`config.mk`:
```
export PLATFORM = sky130hd
export DESIGN_NAME = ram_word_streamer_flat
export DESIGN_NICKNAME = d
export VERILOG_FILES = /design/src/rtl/ram_word_streamer_if.sv /design/src/rtl/ram_word_streamer.sv /design/src/flat_wrapper.sv
export SDC_FILE = /design/constraint.sdc
export NUM_CORES = 1
export LEC_CHECK = 0
export ABC_AREA = 1
export BUFFER_PORTS_ARGS = -buffer_cell sky130_fd_sc_hd__buf_2
export CORE_ASPECT_RATIO = 0.7
export CORE_MARGIN = 5
export CORE_UTILIZATION = 50
export CTS_BUF_LIST = sky130_fd_sc_hd__clkbuf_8
export DETAILED_ROUTE_END_ITERATION = 16
export PLACE_DENSITY = 0.78
export SYNTH_ARGS = -nofsm -noshare
export SYNTH_HDL_FRONTEND = slang
export SYNTH_SLANG_ARGS = --single-unit
```
`constraint.sdc`:
```
create_clock -name clk -period 1.88 [get_ports clk]
set_input_delay 0.188 -clock clk [delete_from_list [all_inputs] [get_ports clk]]
set_output_delay 0.188 -clock clk [all_outputs]
set_load 0.01 [all_outputs]
```
`src/rtl/ram_word_streamer_if.sv`:
```
`timescale 1ns/1ps
`default_nettype none
// ============================================================================
//  Module   : ram_word_streamer_if
//  Purpose  : Bundles the control, bank-input and streaming-output signals of
//             ram_word_streamer.
//             - master : the streamer side. It drives the stream outputs and
//                        status, and receives start, par_in and out_ready.
//             - slave  : the controller/consumer side.
//  Signals  : start, par_in (RAM_SIZE*BIT_SIZE), busy, out_valid, out_ready,
//             out_data (BIT_SIZE), out_idx (IDX_W), out_last, done
//  Revision : 1.0 - initial release
// ============================================================================
interface ram_word_streamer_if #(
  parameter int BIT_SIZE = 16,
  parameter int RAM_SIZE = 8,
  parameter int IDX_W    = 3
);
  logic                         start;
  logic [RAM_SIZE*BIT_SIZE-1:0] par_in;
  logic                         busy;
  logic                         out_valid;
  logic                         out_ready;
  logic [BIT_SIZE-1:0]          out_data;
  logic [IDX_W-1:0]             out_idx;
  logic                         out_last;
  logic                         done;

  modport master (
    input  start, par_in, out_ready,
    output busy, out_valid, out_data, out_idx, out_last, done
  );

  modport slave (
    output start, par_in, out_ready,
    input  busy, out_valid, out_data, out_idx, out_last, done
  );
endinterface
`default_nettype wire

```
`src/rtl/ram_word_streamer.sv`:
```
`timescale 1ns/1ps
`default_nettype none
// ============================================================================
//  Module   : ram_word_streamer
//  Purpose  : Snapshots a flattened register bank on start, then streams its
//             words out one per valid/ready transfer, starting at index 0.
//             A one-cycle done pulse follows the last transfer.
//  Ports    : clk  - clock; all state updates on the rising edge
//             rst  - synchronous, active-high reset
//             bus  - ram_word_streamer_if.master
//                    (start, par_in, busy, out_valid, out_ready, out_data,
//                     out_idx, out_last, done)
//  Revision : 1.0 - initial release
// ============================================================================
module ram_word_streamer #(
  parameter int BIT_SIZE = 16,
  parameter int RAM_SIZE = 8,   // words per frame, >= 1
  parameter int IDX_W    = 3    // >= clog2(RAM_SIZE) and >= 1
) (
  input  logic                 clk,
  input  logic                 rst,
  ram_word_streamer_if.master  bus
);

  localparam logic [1:0] c_st_idle   = 2'd0;
  localparam logic [1:0] c_st_stream = 2'd1;
  localparam logic [1:0] c_st_done   = 2'd2;

  localparam logic [IDX_W-1:0] c_last_idx = IDX_W'(RAM_SIZE - 1);
  localparam logic [IDX_W-1:0] c_idx_one  = IDX_W'(1);

  logic [1:0]          r_state;
  logic [1:0]          w_state_nxt;
  logic [IDX_W-1:0]    r_idx;
  logic [IDX_W-1:0]    w_idx_nxt;
  logic                w_load;
  logic                w_xfer;

  logic [BIT_SIZE-1:0] r_buf      [RAM_SIZE];
  logic [BIT_SIZE-1:0] w_par_word [RAM_SIZE];

  logic                r_busy;
  logic                r_out_valid;
  logic [BIT_SIZE-1:0] r_out_data;
  logic                r_out_last;
  logic                r_done;

  logic                w_busy_nxt;
  logic                w_valid_nxt;
  logic [BIT_SIZE-1:0] w_data_nxt;
  logic                w_last_nxt;
  logic                w_done_nxt;

  // Split the flattened bank bus into words.
  generate
    for (genvar gi = 0; gi < RAM_SIZE; gi++) begin : g_unpack
      assign w_par_word[gi] = bus.par_in[gi*BIT_SIZE +: BIT_SIZE];
    end
  endgenerate

  // State register. The output flops sit here too, so every output comes
  // straight from a flop.
  always_ff @(posedge clk) begin
    if (rst) begin
      r_state     <= c_st_idle;
      r_idx       <= '0;
      r_busy      <= 1'b0;
      r_out_valid <= 1'b0;
      r_out_data  <= '0;
      r_out_last  <= 1'b0;
      r_done      <= 1'b0;
    end else begin
      r_state     <= w_state_nxt;
      r_idx       <= w_idx_nxt;
      r_busy      <= w_busy_nxt;
      r_out_valid <= w_valid_nxt;
      r_out_data  <= w_data_nxt;
      r_out_last  <= w_last_nxt;
      r_done      <= w_done_nxt;
    end
  end

  // Snapshot buffer. It loads only on an accepted start, so later par_in
  // changes cannot reach a frame that is in flight.
  always_ff @(posedge clk) begin
    if (rst) begin
      for (int i = 0; i < RAM_SIZE; i++) r_buf[i] <= '0;
    end else if (w_load) begin
      r_buf <= w_par_word;
    end
  end

  // Next-state logic.
  always_comb begin
    w_state_nxt = r_state;
    w_idx_nxt   = r_idx;
    w_load      = 1'b0;
    // r_out_valid is high exactly in STREAM, so this also qualifies out_ready.
    w_xfer      = r_out_valid & bus.out_ready;
    case (r_state)
      c_st_idle: begin
        if (bus.start) begin
          w_load      = 1'b1;
          w_idx_nxt   = '0;
          w_state_nxt = c_st_stream;
        end
      end
      c_st_stream: begin
        if (w_xfer) begin
          // The index stops at the last word, so it never wraps.
          if (r_out_last) w_state_nxt = c_st_done;
          else            w_idx_nxt   = r_idx + c_idx_one;
        end
      end
      c_st_done: begin
        w_state_nxt = c_st_idle;
      end
      default: begin
        w_state_nxt = c_st_idle;
      end
    endcase
  end

  // Output logic. It computes next-cycle output values from the next state
  // and next index.
  always_comb begin
    w_valid_nxt = (w_state_nxt == c_st_stream);
    w_busy_nxt  = (w_state_nxt != c_st_idle);
    w_done_nxt  = (w_state_nxt == c_st_done);
    w_last_nxt  = w_valid_nxt && (w_idx_nxt == c_last_idx);
    w_data_nxt  = r_out_data;
    if (w_load) begin
      // The buffer is not written until this edge, so word 0 comes from the bus.
      w_data_nxt = w_par_word[0];
    end else begin
      for (int i = 0; i < RAM_SIZE; i++) begin
        if (w_idx_nxt == IDX_W'(i)) w_data_nxt = r_buf[i];
      end
    end
  end

  assign bus.busy      = r_busy;
  assign bus.out_valid = r_out_valid;
  assign bus.out_data  = r_out_data;
  assign bus.out_idx   = r_idx;
  assign bus.out_last  = r_out_last;
  assign bus.done      = r_done;

endmodule
`default_nettype wire

```
`src/flat_wrapper.sv`:
```
// flat-port wrapper written by rule: the top's interface ports become plain ports
module ram_word_streamer_flat 
#(
  parameter int BIT_SIZE = 16,
  parameter int RAM_SIZE = 8,                           
  parameter int IDX_W    = 3                                  
)
  (clk, rst, bus_start, bus_par_in, bus_out_ready, bus_busy, bus_out_valid, bus_out_data, bus_out_idx, bus_out_last, bus_done);
  ram_word_streamer_if #(.BIT_SIZE(BIT_SIZE), .RAM_SIZE(RAM_SIZE), .IDX_W(IDX_W)) bus_i ();
  input  logic clk;
  input  logic rst;
  input wire logic [$bits(bus_i.start)-1:0] bus_start;
  input wire logic [$bits(bus_i.par_in)-1:0] bus_par_in;
  input wire logic [$bits(bus_i.out_ready)-1:0] bus_out_ready;
  output wire logic [$bits(bus_i.busy)-1:0] bus_busy;
  output wire logic [$bits(bus_i.out_valid)-1:0] bus_out_valid;
  output wire logic [$bits(bus_i.out_data)-1:0] bus_out_data;
  output wire logic [$bits(bus_i.out_idx)-1:0] bus_out_idx;
  output wire logic [$bits(bus_i.out_last)-1:0] bus_out_last;
  output wire logic [$bits(bus_i.done)-1:0] bus_done;
  assign bus_i.start = bus_start;
  assign bus_i.par_in = bus_par_in;
  assign bus_i.out_ready = bus_out_ready;
  assign bus_busy = bus_i.busy;
  assign bus_out_valid = bus_i.out_valid;
  assign bus_out_data = bus_i.out_data;
  assign bus_out_idx = bus_i.out_idx;
  assign bus_out_last = bus_i.out_last;
  assign bus_done = bus_i.done;
  ram_word_streamer #(.BIT_SIZE(BIT_SIZE), .RAM_SIZE(RAM_SIZE), .IDX_W(IDX_W)) u_core (.clk(clk), .rst(rst), .bus(bus_i));
endmodule
```
==> results_dict.tcl <==
set metrics [dict create \
    totalWireLength_um 21400 \
    rows 35 \
    crit_chain "nor2_4, nand2_4, nand2_2, nand2_2, nand2_4, nand2_8, buf_12, nor2_4, clkinvlp_4, o21ai_2, inv_1, nand2_1, nand2_2, nand2_2, a21oi_2" \
    clk_pin_slew_ns 0.08 \
    instances_no_fill 1350 \
    grt_pass1_wl_um 32700 \
    finalSetupTns_ns -4.17 \
    wl_per_cell_um 15.8 \
    cp_common_cell "nand2_2" \
    antenna_left 0 \
    dr.pass1.iters 6 \
    synthCells 957 \
    antenna_found_initial 0 \
    synth_nets 1090 \
    port_buffers 154 \
    ir_drop_mv 0.484 \
    startpoint "u_core.r_state[1]" \
    cts_root_buf "clkbuf_8" \
    stdcell_area_sq_um 8990 \
    tritoncts "done" \
    period_minus_slack_ns 2.21 \
    cts_made_buffers 17 \
    fin_util 0.689 \
    slew_headroom 0.442 \
    fmax_mhz 452 \
    fin_ws_ns -0.331 \
    finalNetCount 1304 \
    arrival_ns 2.54 \
    cts_sinks 153 \
    synth_area_sq_um 6610 \
    initialDrtViolationCount 704 \
    start_util 0.506 \
    cp_max_fo 6 \
    num_vias 7084 \
    path_depth 15 \
    setup_viol 16 \
    path_buf_inv 3 \
    layout-drive-gt1-share 0.269 \
    gp_congestion 1.02 \
    placedCellCount 1257 \
    dpl.hpwl_um 14800 \
    via_per_inst 5.25 \
    ys_warn_count 0 \
    placed_cell_area_sq_um 7680 \
    tightest_slew_ns 0.838 \
    crit_type "reg -> reg" \
    die_height_um 106 \
    die_x_um 147 \
    synth.distinct_cells 27 \
    ys_seq_area_frac 0.464 \
    min_path_type "in -> reg" \
    status "finished, violations left" \
    grt_pass1_vias 6455 \
    place_ws_ns -0.466 \
    r2r_slack_ns -0.33 \
    timing.rr.end "u_core.bus.out_data[2]" \
    grt_max_degree 101 \
    rsz0062_at_grt "true" \
    critical_path.top_delay_family "simple AND/OR/NAND/NOR gates" \
    layout_commonest_cell "nor2_1" \
    violations "negative setup slack" \
    max_stage_delay_ns 0.38 \
    core_area_sq_um 13100 \
    fill_cells 1075 \
    fin_crit_sh 1.18 \
    required_ns 2.21 \
    p_per_area_nw_per_um2 830 \
    cp-endpoint "u_core.bus.out_data[2]" \
    syn_to_final_growth_pct 36.1 \
    yosysTopAreaCell "dfxtp_1" \
    antennaDiodeCount 0 \
    finalClockSkew_ns 0.00729 \
    dieArea_sq_um 15700 \
    postSynthAreaPerCell_sq_um 6.90 \
    ys_seq_elements 153 \
    h-tree-depth 4 \
    multiInputGateArea_sq_um 3240 \
    hold_viol_final 0 \
    synth_area_leaders "dfxtp_1 (46%), nor2_1 (12%), o21ai_0 (11%)" \
    synthFlopType "dfxtp_1" \
    cpMaxStageDelayCell "dfxtp_4" \
    layout_common_cells "nor2_1 (212), buf_2 (154), nand2_1 (150)" \
    cap_viol_max_count 0 \
    clockBufferDepth 2 \
    async_flop_share 0 \
    synth_top_cell_area_share 0.464 \
    p_leak_nw 4.10 \
    reg2reg_depth 15 \
    layout.area.seq_sq_um 3070 \
    endpoint_kind "flop" \
    grt_usage 0.264 \
    report.final.slew_viol_count 0 \
    crit_path_start_kind "flop" \
    drcViolationCount 0 \
    clock_latency_ns 0.45 \
    gr-total-overflow 0 \
    pin_count 155 \
    synth-edff-count 0 \
    rr_startpoint "u_core.r_state[1]" \
]
area by class of cell:
cell class                 count  share of cell area
multi-input combinational    676               0.360
sequential                   153               0.342
timing repair buffer         254               0.195
inverter                      68              0.0306
clock buffer                  19              0.0291
tap                          166              0.0231
clock inverter                13              0.0196
timing repair inverter         1            0.000835
registers in the layout, indices dropped and copies added, names as in the netlist:
name / count
u_core.r_buf: 128
u_core.bus.busy: 1
u_core.r_state: 2
u_core.bus.out_last: 1
u_core.bus.out_valid: 1
u_core.bus.out_idx: 3
u_core.bus.out_data: 16
u_core.bus.done: 1
cells in the mapped netlist (all sizes together), types with 2 or more instances:
library cell and count:
a21oi 93, buf 19, clkbuf 42, dfxtp 153
inv 68, nand2 181, nand3 16, nor2 218
nor4 2, o211ai 10, o21ai 150
report_power, final:
part           switching (mW)  internal, mW  total, mW
logic                   0.641         0.472       1.11
registers               0.148          3.48       3.63
clock network            1.22          1.51       2.73
stage by stage:
step | hold slack, ns | power [mW]
finish | 0.00614 | 7.47
global placement | 0.443 | 4.61
global route | 0.00517 | 7.79
CTS | 0.000212 | 7.43
detailed placement | 0.444 | 4.63
floorplan | 0.355 | 4.23
worst min path at each step:
stage / from / cells after the start / slack, ns / end
finish: bus_par_in[111] / 3 / 0.006 / u_core.r_buf[31]
global route: bus_par_in[36] / 3 / 0.005 / u_core.r_buf[84]
CTS: bus_par_in[36] / 3 / 0.0002 / u_core.r_buf[84]
detailed placement: bus_par_in[70] / 3 / 0.44 / u_core.r_buf[54]
global placement: bus_par_in[98] / 3 / 0.44 / u_core.r_buf[18]
floorplan: bus_par_in[0] / 2 / 0.35 / u_core.r_buf[112]
routing by layer:
metal / up-vias / wire length [um] / track usage
met4: 0 / 609 / 0.103
met1: 3214 / 9370 / 0.373
met2: 324 / 9420 / 0.396
li1: 3496 / - / -
met3: 50 / 1960 / 0.0584
met5: - / 0 / 0
worst min-delay path, stage by stage:
cell and delay [ns]:
buf_2 0.07, o21ai_0 0.08, nor2_1 0.09
cell families (layout without fill, tap and decap cells):
| group | count (synthesis) | in the layout | synth area share |
|---|---|---|---|
| AO/OA/AOI/OAI | 254 | 254 | 0.197 |
| adder cells (fa/ha/maj) | 1 | 1 | 0.00189 |
| buffers and inverters | 129 | 355 | 0.0809 |
| flip-flops | 153 | 153 | 0.464 |
| AND/OR/NAND/NOR | 420 | 421 | 0.257 |
repair_timing:
item                                    CTS  global route
hold buffers                             46             0
gates cloned                              2             2
setup buffers                             7             4
hold endpoints to repair                 46             0
resized for setup                        46            52
endpoints found under the setup margin   70            44
pin swaps                                12            23
Note: power is estimated with default switching activity, not from simulation.
